**src/rtl/regfile_mp.sv**
```systemverilog
`default_nettype none
// ============================================================================
// Module   : regfile_mp
// Brief    : Multi-port register file with optional zero entry, write-to-read
//            bypass and a per-entry busy scoreboard for pending producers.
// Revision : 1.0 - initial release
// ============================================================================
module regfile_mp #(
    parameter int WIDTH    = 32,
    parameter int DEPTH    = 32,
    parameter int NUM_RD   = 2,
    parameter int NUM_WR   = 1,
    parameter int ZERO_REG = 1,
    parameter int BYPASS   = 1,
    localparam int AW      = $clog2(DEPTH)
) (
    input  logic                     clk,
    input  logic                     rst,
    input  logic [NUM_WR-1:0]        wr_en,
    input  logic [NUM_WR*AW-1:0]     wr_idx,
    input  logic [NUM_WR*WIDTH-1:0]  wr_data,
    input  logic [NUM_RD*AW-1:0]     rd_idx,
    output logic [NUM_RD*WIDTH-1:0]  rd_data,
    output logic [NUM_RD-1:0]        rd_busy,
    input  logic                     issue_en,
    input  logic [AW-1:0]            issue_idx,
    output logic                     busy_any
);

    localparam logic c_zero_en = (ZERO_REG != 0);
    localparam logic c_byp_en  = (BYPASS != 0);

    logic [WIDTH-1:0] r_mem [DEPTH];
    logic [DEPTH-1:0] r_busy;
    logic [DEPTH-1:0] w_wr_dec;

    // Later write ports override earlier ones through NBA ordering.
    always_ff @(posedge clk) begin
        if (rst) begin
            for (int i = 0; i < DEPTH; i++) begin
                r_mem[i] <= '0;
            end
        end else begin
            for (int p = 0; p < NUM_WR; p++) begin
                if (wr_en[p] && !(c_zero_en && wr_idx[p*AW +: AW] == '0)) begin
                    r_mem[wr_idx[p*AW +: AW]] <= wr_data[p*WIDTH +: WIDTH];
                end
            end
        end
    end

    always_comb begin
        w_wr_dec = '0;
        for (int p = 0; p < NUM_WR; p++) begin
            if (wr_en[p]) begin
                w_wr_dec[wr_idx[p*AW +: AW]] = 1'b1;
            end
        end
    end

    // A same-cycle issue supersedes the writeback that would clear the entry.
    always_ff @(posedge clk) begin
        if (rst) begin
            r_busy <= '0;
        end else begin
            for (int i = 0; i < DEPTH; i++) begin
                if (c_zero_en && i == 0) begin
                    r_busy[i] <= 1'b0;
                end else if (issue_en && issue_idx == AW'(i)) begin
                    r_busy[i] <= 1'b1;
                end else if (w_wr_dec[i]) begin
                    r_busy[i] <= 1'b0;
                end
            end
        end
    end

    assign busy_any = |r_busy;

    for (genvar r = 0; r < NUM_RD; r++) begin : g_rd
        logic [AW-1:0]    w_idx;
        logic             w_hit;
        logic             w_zero;
        logic [WIDTH-1:0] w_fwd;

        assign w_idx  = rd_idx[r*AW +: AW];
        assign w_zero = c_zero_en && (w_idx == '0);

        always_comb begin
            w_hit = 1'b0;
            w_fwd = '0;
            for (int p = 0; p < NUM_WR; p++) begin
                if (wr_en[p] && wr_idx[p*AW +: AW] == w_idx) begin
                    w_hit = 1'b1;
                    w_fwd = wr_data[p*WIDTH +: WIDTH];
                end
            end
        end

        assign rd_data[r*WIDTH +: WIDTH] = w_zero               ? '0    :
                                           (c_byp_en && w_hit)  ? w_fwd :
                                                                  r_mem[w_idx];
        assign rd_busy[r] = !w_zero && r_busy[w_idx] && !(c_byp_en && w_hit);
    end

endmodule
`default_nettype wire

```
**config.mk**
```make
export PLATFORM = sky130hd
export DESIGN_NAME = regfile_mp
export DESIGN_NICKNAME = d
export VERILOG_FILES = /design/src/rtl/regfile_mp.sv
export SDC_FILE = /design/constraint.sdc
export NUM_CORES = 2
export LEC_CHECK = 0
export BUFFER_PORTS_ARGS = -buffer_cell sky130_fd_sc_hd__buf_2
export CORE_ASPECT_RATIO = 1.5
export CORE_MARGIN = 3
export CORE_UTILIZATION = 50
export CTS_BUF_LIST = sky130_fd_sc_hd__clkbuf_8
export CTS_CLUSTER_DIAMETER = 80
export CTS_CLUSTER_SIZE = 30
export DETAILED_ROUTE_END_ITERATION = 8
export PLACE_DENSITY = 0.66
export SLEW_MARGIN = 10
export SYNTH_ARGS = -nofsm -noshare
export SYNTH_HDL_FRONTEND = slang
export SYNTH_SLANG_ARGS = --single-unit
```
**constraint.sdc**
```tcl
create_clock -name clk -period 6.7 [get_ports clk]
set_input_delay 1.34 -clock clk [delete_from_list [all_inputs] [get_ports clk]]
set_output_delay 1.34 -clock clk [all_outputs]
set_load 0.02 [all_outputs]
```
; Yosys cells after proc, flatten, opt, wreduce, memory -nomap -nowiden
; Memories as Yosys holds them, arrays and structs flattened.
; Index checks and enable logic that the tools add are counted.
[classes]
order_cmp = 4
n_eq_ne = 33
muxes = 85
reduce_logical = 80
[op_table]
columns = op, count
row1 = 32-bit 2-to-1 mux, 8
row2 = 5-bit == test (second input constant), 16
row3 = 1-bit 2-to-1 mux, 73
row4 = 32-bit OR reduction, 2
row5 = 2-bit nonzero test, 31
row6 = 5-bit by 4-bit == test with 1-bit output (second input constant), 8
row7 = 1-bit logical AND, 39
row8 = 5-bit by 3-bit == test with 1-bit output (second input constant), 4
row9 = 5-bit by 6-bit < comparator with 1-bit output (second input constant), 3
row10 = 5-bit logical NOT, 3
row11 = 1-bit binary-select mux with 5-bit select, 2
row12 = 5-bit by 2-bit == test with 1-bit output (second input constant), 2
row13 = 5-bit == test, 2
row14 = 1-bit demux with 5-bit select, 1
row15 = 5-bit by 1-bit == test with 1-bit output (second input constant), 1
row16 = 5-bit by 1-bit >= comparator with 1-bit output (second input constant), 1
row17 = 1-bit logical NOT, 5
row18 = 5-bit 2-to-1 mux, 1
[word_totals]
mem_bits_rw = 1024
in_bits = 56
regBits = 32
output_inout_bits = 67
word_cells = 235
mem_count = 1
[mem_list]
columns = name, depth, width, read_ports, rd_clocked_by_memory_dff, write_ports, line
row1 = r_mem, 32, 32, 2, 0, 32, 33  ; logic [WIDTH-1:0] r_mem [DEPTH];

; Depth between registers and ports, before layout
[logic_depth]
word_depth = 8
ltp_mapped = 9
ltp_nobuf = 5

; Worst setup path after synthesis
; No wires, ideal clock.
[synth_path]
kind = in2out
start = in rd_idx[0]
end = out rd_data[14]
t_required_ns = 5.360
path_buffers = 3
cell_stages = 8
arrival_ns = 3.032
slack_ns = 2.328
cell_sequence = buf_6 buf_6 buf_2 mux4_2 a22oi_1 a21oi_1 o21ai_0 o21ai_0
[synth_via]
elab_chain_len = 5
elab_cells_between_ends = 8
classes_between = eq/ne: 1 / mux: 4 / reduce/logical: 2 / memory: 1
[synth_lines]
columns = element, line
row1 = "start, declared", 22  ; input logic [NUM_RD*AW-1:0] rd_idx,
row2 = branches (longest 4 deep; another with memory 32 x 32 bit), -
row3 = 32-bit 2-to-1 mux (*), 100  ; assign rd_data[r*WIDTH +: WIDTH] = w_zero ? '0 :
row4 = "end, declared", 23  ; output logic [NUM_RD*WIDTH-1:0] rd_data,
; Mark *: on every way between the ends.

; Worst setup path after layout
[layout_path]
start = in rd_idx[1]
end = out rd_data[27]
; The elaborated chain is that of the path after synthesis.

==> summary.md <==
| Metric | Value |
|---|---|
| Status | complete, no violations |
| Top FF cell, synth | edfxtp_1 |
| Mapped cell area | 0.0567 mm^2 |
| Pins Over Slew Limit | 0 |
| Clock Path Buffers | 3 |
| Max frequency | 175 MHz |
| Initial DRC Count | 6158 |
| Slew HR | 14.9% |
| Cell area power density | 214 mW/mm^2 |
| Final core occ | 53.4% |
| LEAKAGE | 0.0203 uW |
| Crit path kind | in2out |
| H-tree levels | 2 |
| Number of global-route vias before repair | 37.4k |
| Syn Inst Count | 3853 |
| WP buf/inv | 3 |
| Clk_skew | 0 ns |
| Final setup vio count | 0 |
| Full die area | 0.118 mm^2 |
| RSZ-0062 raised after global routing | false |
| Delay-heaviest family, CP | buffers and inverters |
| Routed wire per std cell | 39.3 um |
| Crit path DAT | 4.36 ns |
| TritonRoute pass-1 iters | 6 |
| # IOs | 123 |
| Measured slew at the worst slew-check pin | 1.27 ns |
| P&R area growth vs syn | 5.63% |
| Post-DP Area | 0.0589 mm^2 |
| Synth warn | 0 |
| Via count | 37.7k |
| Final Hold Vio Count | 0 |
| Final Cell Area | 0.0599 mm^2 |
| Crit. End Element | output port |
| Post-route ant nets | 0 |
| Cts hold-fix bufs | 0 |
| Post-Place Cells | 5171 |
| Post-synth EDFFs | 1024 |
| Largest area contributor in the netlist | edfxtp_1 |
| Layout Cells excl Fill | 5258 |
| Critical Path Fanout Max | 79 |
| Setup Buffers After CTS | 0 |
| Final layout net count | 3830 |
| CP Data Required Time | 5.36 ns |
| Peak VDD IR | 0.000288 V |
| Drt drc | 0 |
| Largest net degree at the start of global routing | 81 |
| Netlist cell types | 55 |
| Core area | 0.112 mm^2 |
| Crit path launch type | input pin |
| Final WL | 207000 um |
| Final Cycle Share | 85.1% |
| Synth Register Bits | 1055 |
| Cts bufs inserted | 45 |
| Die Wd | 281 um |
| Vert. Die Dim | 418 um |
| Tmin final | 5.70 ns |
| Post-DP HPWL | 120000 um |
| Root Buffer | clkbuf_8 |
| Proportion of layout cells with a drive suffix above 1 | 24.0% |
| Reg clk slew, reported paths | 0.17 ns |
| IO buf count | 122 |
| Synth area leaders | edfxtp_1 (54%), mux4_2 (19%), and2_1 (11%), mux2i_1 (3.0%), clkbuf_1 (1.8%) |
| DR vias/cell | 7.16 |
| Avg Inst Size Synth | 14.7 um^2 |
| Worst hold path type | reg2reg |
| Worst-path cell chain | buf_8 -> xnor2_1 -> nand4_1 -> or2_2 -> buf_4 -> o21ai_0 -> buf_2 |
| Max stage delay cell, worst path | o21ai_0 |
| Crit path largest cell delay | 0.73 ns |
| Clk sinks | 1055 |
| Ys async rst share | 0% |
| Initial antenna violation count | 26 |
| Site Rows | 150 |
| Post-cts sizing count | 0 |
| Clk_lat worst skew | 0.78 ns |
| CTS tree | built |
| GP Congestion | 0.862 |
| GRT overflow | 0 |
| Total power | 12800 uW |
| First-pass GRT wire length | 283000 um |
| Setup total negative slack | 0 ns |
| Initial Utilization | 50.6% |
| All-Layer GR Usage | 35.0% |
| Seq/Total Area, Yosys | 55.3% |
| Synth top area share | 54.2% |
| MaxCap Viol Count | 0 |
metal layers:
layer / global-route usage [%] / routed length [um] / vias to the layer above / share of wire, %
met5: 0 / 13 / - / 0.0063
met4: 23.5 / 16000 / 2 / 7.7
met3: 6.64 / 22900 / 761 / 11
met2: 56.8 / 99700 / 2953 / 48
met1: 42.6 / 68100 / 19375 / 33
li1: - / - / 14579 / -
where the power goes:
group,switching (uW),internal (uW)
registers,180,7580
clock network,2110,848
logic,1260,806
total,3560,9230
worst reg2reg max path, delay by kind of cell (launching register included):
| kind | cells | cell delay (ns) |
|---|---|---|
| DFF | 1 | 0.44 |
| AOI/OAI and AO/OA | 2 | 0.28 |
flip-flops by register name (all words and copies together) (netlist names):
name,flops
r_busy,31
r_mem,1024
cells in the mapped netlist (all sizes together) (39+ instances only):
library cell and count:
mux4 489, buf 134, edfxtp 1024, nand2 70, a21oi 68, nand3 39
o22ai 82, mux2i 168, a22oi 67, o21ai 66, clkbuf 277, and2 995
nor2 80
cell families after synthesis:
family	Yosys count	share of synthesized area, %
simple gates	1295	13.6
flops	1055	55.3
mux	671	22.7
buf+inv	414	3.34
compound gates	407	4.92
xor+xnor	10	0.154
other cells	1	0.00662
metrics by stage:
stage | setup slack (ns) | hold slack, ns
2_1_floorplan | 2.33 | 0.468
3_3_place_gp | 1.16 | 0.486
3_5_place_dp | 1.21 | 0.492
4_1_cts | 1.21 | 0.513
5_1_grt | 1.07 | 0.553
6_report | 1.00 | 0.519
cells in the final DEF (no fill, tap or decap), types with 9 or more instances in the layout:
| cell | synthesis | layout |
|---|---|---|
| xnor2_1 | 10 | 10 |
| nor3_1 | 17 | 16 |
| buf_2 | 75 | 115 |
| a21oi_1 | 68 | 68 |
| a221oi_1 | 10 | 10 |
| nor2b_1 | 14 | 12 |
| nor4_1 | 14 | 14 |
| a32oi_1 | 11 | 11 |
| o22ai_1 | 81 | 81 |
| clkbuf_8 | 0 | 48 |
| or2_4 | 0 | 9 |
| edfxtp_1 | 1024 | 1024 |
| nand3_1 | 39 | 39 |
| mux2i_1 | 168 | 168 |
| diode_2 | 0 | 18 |
| a211oi_1 | 33 | 33 |
| a32o_1 | 13 | 13 |
| and2_1 | 994 | 994 |
| dfxtp_1 | 31 | 31 |
| buf_12 | 0 | 14 |
| or2_2 | 30 | 22 |
| a22o_1 | 34 | 34 |
| o21ai_0 | 65 | 65 |
| a22oi_1 | 67 | 67 |
| nor2_4 | 0 | 32 |
| nor2_1 | 80 | 45 |
| conb_1 | 1 | 32 |
| mux2_2 | 14 | 14 |
| mux4_2 | 489 | 489 |
| nand2_1 | 70 | 70 |
| buf_4 | 19 | 120 |
worst paths after layout:
| check | startpoint | endpoint | slack (ns) | cells after the start |
|---|---|---|---|---|
| setup reg to reg | r_busy[1]$_SDFFE_PP0P_ | r_busy[1]$_SDFFE_PP0P_ | 5.92 | 2 |
| hold / removal | r_busy[23]$_SDFFE_PP0P_ | r_busy[23]$_SDFFE_PP0P_ | 0.52 | 2 |
| hold reg to reg | r_busy[23]$_SDFFE_PP0P_ | r_busy[23]$_SDFFE_PP0P_ | 0.52 | 2 |
| setup / recovery | rd_idx[1] | rd_data[27] | 1.00 | 7 |
cell type report:
type / instances / area, um^2
tap: 1444 / 1810
timing repair buffer: 254 / 1830
fill: 9112 / 52200
clock inverter: 22 / 292
sequential: 1055 / 31400
antenna: 18 / 45.0
multi-input combinational: 2415 / 23900
clock buffer: 47 / 647
inverter: 3 / 11.3
Note: power is estimated with default switching activity, not from simulation.
